==> src/rtl/jt12_wr_queue.sv <==
// Posted-write buffer in front of jt12_mmr: queues host writes in a FIFO and
// replays them one at a time through the register map's busy handshake.
module jt12_wr_queue #(
    parameter int AW  = 4,
    parameter int GAP = 0
) (
    input  logic        clk,
    input  logic        rst,
    input  logic        host_wr,
    input  logic [1:0]  host_addr,
    input  logic [7:0]  host_din,
    input  logic        ovf_clr,
    output logic        mmr_write,
    output logic [1:0]  mmr_addr,
    output logic [7:0]  mmr_din,
    input  logic        mmr_busy,
    output logic        status_busy,
    output logic [AW:0] level,
    output logic        overflow
);
    localparam int          DEPTH    = 2**AW;
    localparam logic [AW:0] FULL     = (AW+1)'(DEPTH);
    localparam logic [AW:0] ONE      = (AW+1)'(1);
    localparam logic [3:0]  GAP_LAST = 4'(GAP - 1);

    typedef enum logic [2:0] {IDLE, ISSUE, SETTLE, WAIT, GAPW} state_t;

    state_t        state_q, state_d;
    logic [9:0]    mem_q [DEPTH];
    logic [AW-1:0] wr_ptr_q, rd_ptr_q;
    logic [AW:0]   level_q, level_d;
    logic          ovf_q, ovf_d;
    logic [1:0]    addr_q, addr_d;
    logic [7:0]    din_q, din_d;
    logic [3:0]    gap_q, gap_d;
    logic          pop, push, drop;

    // An acceptance frees a slot in the same cycle, so a full queue can still take a write.
    assign pop  = (state_q == ISSUE) && !mmr_busy;
    assign push = host_wr && ((level_q != FULL) || pop);
    assign drop = host_wr && !push;

    always_ff @(posedge clk) begin
        if (push) begin
            mem_q[wr_ptr_q] <= {host_addr, host_din};
        end
    end

    always_comb begin
        level_d = level_q;
        if (push && !pop) begin
            level_d = level_q + ONE;
        end else if (pop && !push) begin
            level_d = level_q - ONE;
        end
        ovf_d = ovf_q;
        if (drop) begin
            ovf_d = 1'b1;
        end else if (ovf_clr) begin
            ovf_d = 1'b0;
        end
    end

    always_comb begin
        state_d = state_q;
        addr_d  = addr_q;
        din_d   = din_q;
        gap_d   = gap_q;
        case (state_q)
            IDLE: begin
                if (level_q != '0) begin
                    {addr_d, din_d} = mem_q[rd_ptr_q];
                    state_d         = ISSUE;
                end
            end
            ISSUE: begin
                if (!mmr_busy) begin
                    state_d = SETTLE;
                end
            end
            // The register map only raises busy one cycle after it accepts a write.
            SETTLE: state_d = WAIT;
            WAIT: begin
                if (!mmr_busy) begin
                    if (GAP > 0) begin
                        state_d = GAPW;
                        gap_d   = '0;
                    end else begin
                        state_d = IDLE;
                    end
                end
            end
            GAPW: begin
                if (gap_q == GAP_LAST) begin
                    state_d = IDLE;
                end else begin
                    gap_d = gap_q + 4'd1;
                end
            end
            default: state_d = IDLE;
        endcase
    end

    always_ff @(posedge clk) begin
        if (rst) begin
            state_q  <= IDLE;
            wr_ptr_q <= '0;
            rd_ptr_q <= '0;
            level_q  <= '0;
            ovf_q    <= 1'b0;
            addr_q   <= '0;
            din_q    <= '0;
            gap_q    <= '0;
        end else begin
            state_q  <= state_d;
            level_q  <= level_d;
            ovf_q    <= ovf_d;
            addr_q   <= addr_d;
            din_q    <= din_d;
            gap_q    <= gap_d;
            if (push) begin
                wr_ptr_q <= wr_ptr_q + 1'b1;
            end
            if (pop) begin
                rd_ptr_q <= rd_ptr_q + 1'b1;
            end
        end
    end

    assign mmr_write   = (state_q == ISSUE);
    assign mmr_addr    = addr_q;
    assign mmr_din     = din_q;
    assign level       = level_q;
    assign overflow    = ovf_q;
    assign status_busy = (level_q != '0) || mmr_busy || (state_q != IDLE);

endmodule

==> config.mk <==
export PLATFORM = sky130hd
export DESIGN_NAME = jt12_wr_queue
export DESIGN_NICKNAME = d
export VERILOG_FILES = /design/src/rtl/jt12_wr_queue.sv
export SDC_FILE = /design/constraint.sdc
export NUM_CORES = 1
export LEC_CHECK = 0
export CORE_UTILIZATION = 30
export DETAILED_ROUTE_END_ITERATION = 7
export GPL_ROUTABILITY_DRIVEN = 0
export GPL_TIMING_DRIVEN = 0
export PLACE_DENSITY = 0.49
export SYNTH_ARGS = -nofsm -noshare
export SYNTH_HDL_FRONTEND = slang
export SYNTH_SLANG_ARGS = --single-unit
==> constraint.sdc <==
create_clock -name clk -period 2.9 [get_ports clk]
set_clock_uncertainty 0.2 [all_clocks]
set_input_delay 0.58 -clock clk [delete_from_list [all_inputs] [get_ports clk]]
set_output_delay 0.58 -clock clk [all_outputs]
set_load 0.05 [all_outputs]
**Yosys cells after proc, flatten, opt, wreduce, memory -nomap -nowiden**

Memory sizes are Yosys's and may differ from the RTL's. A register that Yosys moved wholly into a read port is not among the register bits.
Index checks and enable logic that the tools add are counted.

- Register bits after elaboration: 21
- RAM bits: 160
- Input port bits: 15
- Output and inout port bits: 18
- Word-level logic and storage cells: 53
- Memories kept: 1

- Add/sub/neg operators: 5
- Eq/ne operators: 10
- Muxes and demuxes: 11
- Bitwise operators: 1
- Reductions and logical operators: 19

Memories:

| name | words | width | rd ports | clocked after memory_dff | write ports | RTL line | RTL |
|---|---|---|---|---|---|---|---|
| mem_q | 16 | 10 | 1 | 1 | 1 | 29 | `logic [9:0] mem_q [DEPTH];` |

Operators with widths:

| cell | count |
|---|---|
| one-hot mux 3 bit (5 select lines) | 1 |
| adder 4 x 1 -> 4 bit, second input constant | 3 |
| two-way mux 3 bit | 4 |
| two-way mux 5 bit | 2 |
| inequality test 2 bit, second input constant | 4 |
| == test 3 x 2 -> 1 bit, second input constant | 2 |
| adder 5 x 1 -> 5 bit, second input constant | 1 |
| logical AND 1 bit | 5 |
| inequality test 5 bit, second input constant | 1 |
| nonzero test 5 bit | 1 |
| subtractor 5 x 1 -> 5 bit, second input constant | 1 |
| == test 4 bit, second input constant | 1 |
| two-way mux 1 bit | 4 |
| AND reduction 2 bit | 2 |
| AND reduction 4 bit | 1 |
| nonzero test 2 bit | 2 |
| == test 3 x 1 -> 1 bit, second input constant | 1 |
| == test 3 bit, second input constant | 1 |
| logical NOT 1 bit | 3 |
| logical NOT 3 bit | 1 |
| logical OR 1 bit | 3 |
| nonzero test 3 bit | 1 |
| NOT 1 bit | 1 |

**Depth between registers and ports, before layout**

- Word-level depth: 8
- Depth in mapped cells: 13
- Gate-level depth less buffers: 13

**Worst setup path before layout**

No wires, ideal clock.

- Path kind: register -> register
- Start point: register state_q[1]
- End point: register level_q[4] (netlist: level[4])
- Setup time: 0.121 ns
- Arrival time: 3.229 ns
- Data required time: 2.579 ns
- Path slack: -0.650 ns
- Stages on the path, launching flop included: 13
- Path buffers: 0
- Period minus slack after synthesis: 3.550 ns
- Path through: dfxtp_1 -> inv_1 -> ha_1 -> nor2b_1 -> inv_1 -> a31oi_2 -> ha_1 -> inv_1 -> ha_1 -> a21o_1 -> a21oi_1 -> mux2i_1 -> mux2_2

- Cells in the longest elaborated chain, start to end: 7
- Elaborated cells on any way between the ends: 10
- Those cells by class: eq/ne (1); mux (1); reduce/logical (8)

Ends and longest elaborated chain:

| what | RTL line | RTL |
|---|---|---|
| start, declared | 28 | `state_t state_q, state_d;` |
| start signal, assigned | 115 | `state_q <= state_d;` |
| == test 3 x 1 -> 1 bit * | -- |  |
| via mmr_write | 13 | `output logic mmr_write,` |
| logical AND 1 bit * | 39 | `assign pop = (state_q == ISSUE) && !mmr_busy;` |
| logical OR 1 bit * | 40 | `assign push = host_wr && ((level_q != FULL) \|\| pop);` |
| logical AND 1 bit * | 40 |  |
| via push | 36 | `logic pop, push, drop;` |
| logical NOT 1 bit | 53 | `end else if (pop && !push) begin` |
| logical AND 1 bit | 53 |  |
| nonzero test 2 bit (no line) | -- |  |
| end signal, assigned | 116 | `level_q <= level_d;` |
| end, declared | 31 | `logic [AW:0] level_q, level_d;` |

Mark *: on every way through the listed nets, which the timed path passes. The rest lies on a longest branch.
A chain may end at the register's enable or synchronous reset.

**Worst setup path after layout**

- Start point: register state_q[1]
- End point: register level_q[4] (netlist: level[4])

- Cells in the longest elaborated chain, start to end: 7
- Elaborated cells on any way between the ends: 10
- Those cells by class: eq/ne (1); mux (1); reduce/logical (8)

Ends and longest elaborated chain:

| what | RTL line |
|---|---|
| == test 3 x 1 -> 1 bit * | 39 |
| logical AND 1 bit * | 39 |
| logical OR 1 bit * | 40 |
| logical AND 1 bit * | 40 |
| via push | 36 |
| logical NOT 1 bit | 53 |
| logical AND 1 bit | 53 |
| nonzero test 2 bit (no line) | -- |

Marks and branches as above.

==> results summary <==
The die area came out at around 25000 um^2. Measured along the y axis, the die boundary spans around 160 um. The total number of placement rows is 57. The switching power summed over all nets is 2257 uW. For the pin with the worst max-slew slack, the measured transition is roughly 1.3 ns. The number of warning messages in the yosys log is 0. The total wire length after detailed routing came out at roughly 15000 um.

In this run the static leakage power is 0.002904 uW. The global-route met1 utilization came out at around 16%. The wire length of the first global-routing pass is approximately 24000 um. The number of global-route vias before repair came to approximately 3900.

In this run the most used layer during global routing was met2. The switching share of power came out at a little under a third. The largest fanout of any net on the critical path came out at 7. Compared with the post-synthesis result, the final layout area differs by 20.49%.

The vias per cell is approximately 4.6. The critical path is of the reg2reg type. For this design the ratio of total power to cell area is around 810 nW/um^2. The instance area at placement is ~8300 um^2. The worst vdd rail ir drop came out at roughly 0.53 mV. The clock group share of total power is between 30% and 40%. The design area is 8984 um^2.

By count the netlist is led by sky130_fd_sc_hd__edfxtp_1 (160), sky130_fd_sc_hd__nor2_1 (40), sky130_fd_sc_hd__dfxtp_1 (26), sky130_fd_sc_hd__mux4_2 (26). The slowest library cell on the worst path is sky130_fd_sc_hd__dfxtp_4. The max-capacitance violation count is 0. The minimum clock period after layout came out at 2.789 ns. After global routing the overflow that remains totals 0. The mapped cell area came out at roughly 7500 um^2. Setup repair after global routing could not meet its margin everywhere. The remaining number of nets flagged by the antenna check after routing is 0. The number of nets at the end of the flow is 492.

For this block, the initial DRC count from the detailed router was approximately 280. The post-synthesis instance total came out at 400. The most common cell in the synthesized netlist is sky130_fd_sc_hd__edfxtp_1. Dividing the detail-routed wire length by the instance count gives just under 20 um. The met3 usage in global routing is approximately 3.4%. After the flow finishes, the layout carries non-filler instances totaling 798. The tree is rooted in a sky130_fd_sc_hd__clkbuf_16. The relative slew slack is approximately 11%. The mean instance size in the synthesized netlist came out at about 19 um^2.

The post-detailed-route DRC marker count came out at 0. The number of clock sinks came out at between 150 and 200. The clock transition at the registers of the reported paths came out at 0.07 ns.

The largest net degree at the start of global routing is 20. The number of antenna cells inserted came out at 0. The number of antenna violations at the first check in global routing is 0.

The number of H-tree branching levels came out at 4. The final number of max-transition violations was 0. Cell internal power was estimated by the tool at 4981 uW.

The number of placed cells counting well taps came out at 760. The count of input and output buffers is 32. The number of clock buffers added by TritonCTS is 17.

The share of total power in combinational logic is between 20% and 30%. The maximum clock frequency is 358.5 MHz. The min-delay analysis places its worst path in the category reg2reg. The slack of the worst reg-to-reg path came out at approximately 0.11 ns.

The relative contribution of sequential cells to total power is between 40% and 50%. The area inside the core boundary is around 24000 um^2. Walking the worst path, the cells encountered are inv_4, ha_4, nor2b_4, inv_4, a31oi_4, ha_4, inv_4, ha_4, a21o_1, a21oi_2, mux2i_1, mux2_2.

The required time at the worst-slack endpoint came out at a little over 3 ns. The count of boundary I/O pins came out at 33. The worst path uses between 90% and 100% of the clock period. By area the synthesized netlist is led by sky130_fd_sc_hd__edfxtp_1 (64%), sky130_fd_sc_hd__mux4_2 (7.9%), sky130_fd_sc_hd__dfxtp_1 (7.0%). The die is between 150 and 200 um wide. The routed layout has 3677 vias.

For this run, asynchronously set or reset flops after synthesis account for 0%. The total track usage is between 10% and 20%. The run finished with clean final reports. The detailed-placement wirelength estimate came out at about 10000 um. In this run, synthesis produced a sequential element count of 186. The clock latency reported for the late side of the worst-skew pair came out at approximately 0.44 ns. The largest single stage delay on the critical path is between 0.3 and 0.4 ns.

Among all flip-flop cells after synthesis, the most frequent one is sky130_fd_sc_hd__edfxtp_1. The iteration count of the initial detailed-routing pass came out at 4. The share of the synthesized area in the top cell type came out at roughly 64%. The post-synthesis cell type with the largest combined area is sky130_fd_sc_hd__edfxtp_1. Once the floorplan was initialized, standard cells occupied between 30% and 40% of the core. The setup-violating endpoint count in the final report is 0. For this design, the CTS-stage hold fixing added 0 buffers. The clock tree from TritonCTS is done.

The arrival time of the worst setup path is a little under 3 ns. The post-synth net total is 430. The nature of the critical path startpoint is a register.

Global routing used ~22% of the available met2 tracks. In this run, distinct cell masters in the synthesized netlist total 37. The post-route netlist has 24.47% of its cells at a drive strength greater than 1. The critical path capture point type is a register. The register area share after synthesis is 71.42%. Yosys mapped a number of flops with a built-in enable equal to 160. The worst-case clock buffer depth came out at 2.

The final count of hold timing violations came out at 0.
cells in the final DEF (no fill, tap or decap), drive strengths merged, types with 9 or more instances in the layout:
master	count
clkdlybuf4s50	30
mux2	11
mux2i	12
clkbuf	28
edfxtp	160
a221o	10
a21oi	9
buf	21
nand2	12
dfxtp	26
nor2	40
ha	14
mux4	40
inv	17
cells by family (layout without fill, tap and decap cells):
group / Yosys count / after routing / share of synthesized area, %
compound gates: 23 / 23 / 2.349
buf+inv: 30 / 104 / 2.081
fa+ha+maj: 15 / 15 / 2.618
xor+xnor: 9 / 9 / 1.057
mux: 63 / 63 / 16.06
simple gates: 74 / 74 / 4.414
flops: 186 / 186 / 71.42
power groups by stage:
stage / combinational, uW / clock, uW / sequential, uW
global placement: 1630 / 0 / 3310
CTS: 1710 / 2280 / 3250
global route: 1870 / 2380 / 3280
detailed placement: 1690 / 0 / 3310
floorplan: 860 / 0 / 3590
finish: 1740 / 2240 / 3260
worst max-delay path: cells and delay by family, from the launching register on:
kind | cells | cell delay (ns)
adders and majority gates | 3 | 0.55
buffers and inverters | 3 | 0.18
AOI/OAI and AO/OA | 3 | 0.64
muxes | 2 | 0.57
DFF | 1 | 0.36
and+or+nand+nor | 1 | 0.17
through the flow:
stage / setup WS (ns) / setup TNS, ns / util (%) / total power [uW] / hold slack, ns
2_1_floorplan: 0.004005 / 0 / - / 4448 / 0.2803
3_3_place_gp: -1.188 / -113.50 / 33.89 / 4940 / 0.2630
3_5_place_dp: -0.6706 / -78.20 / 34.16 / 4997 / 0.2824
4_1_cts: -0.02243 / -0.02243 / 36.65 / 7239 / 0.2941
5_1_grt: -0.02380 / -0.3346 / 36.94 / 7534 / 0.3196
6_report: 0.1108 / 0 / 36.94 / 7238 / 0.2923
final cells by class:
type,count,area [um^2]
fill,2261,15340
sequential,186,5330
multi-input combinational,184,2093
clock buffer,17,425.4
timing repair buffer,43,415.4
tap,324,405.4
clock inverter,14,151.4
buffer,20,117.6
inverter,10,45.04
sequential cells by signal, indices dropped and copies added, names as in the netlist:
signal    cells
mmr_din       8
overflow      1
wr_ptr_q      4
mem_q       160
level         5
mmr_addr      2
rd_ptr_q      4
state_q       2
path summary, 6_finish.rpt:
check	from	cells past startpoint	endpoint
min reg2reg	overflow	2	overflow
max reg2reg	state_q[1]	12	level[4]
min	overflow	2	overflow
max	state_q[1]	12	level[4]
per-layer routing:
layer	wire, um	vias to the layer above
met4	167	0
met2	7727	67
met5	0	-
li1	-	1705
met3	537	14
met1	7012	1891
timing repair:
item,CTS,global route
pin swaps,1,4
resized for setup,4,17
cloned,0,0
setup buffers,3,4
endpoints found under the setup margin,122,82
Note: power is estimated with default switching activity, not from simulation.
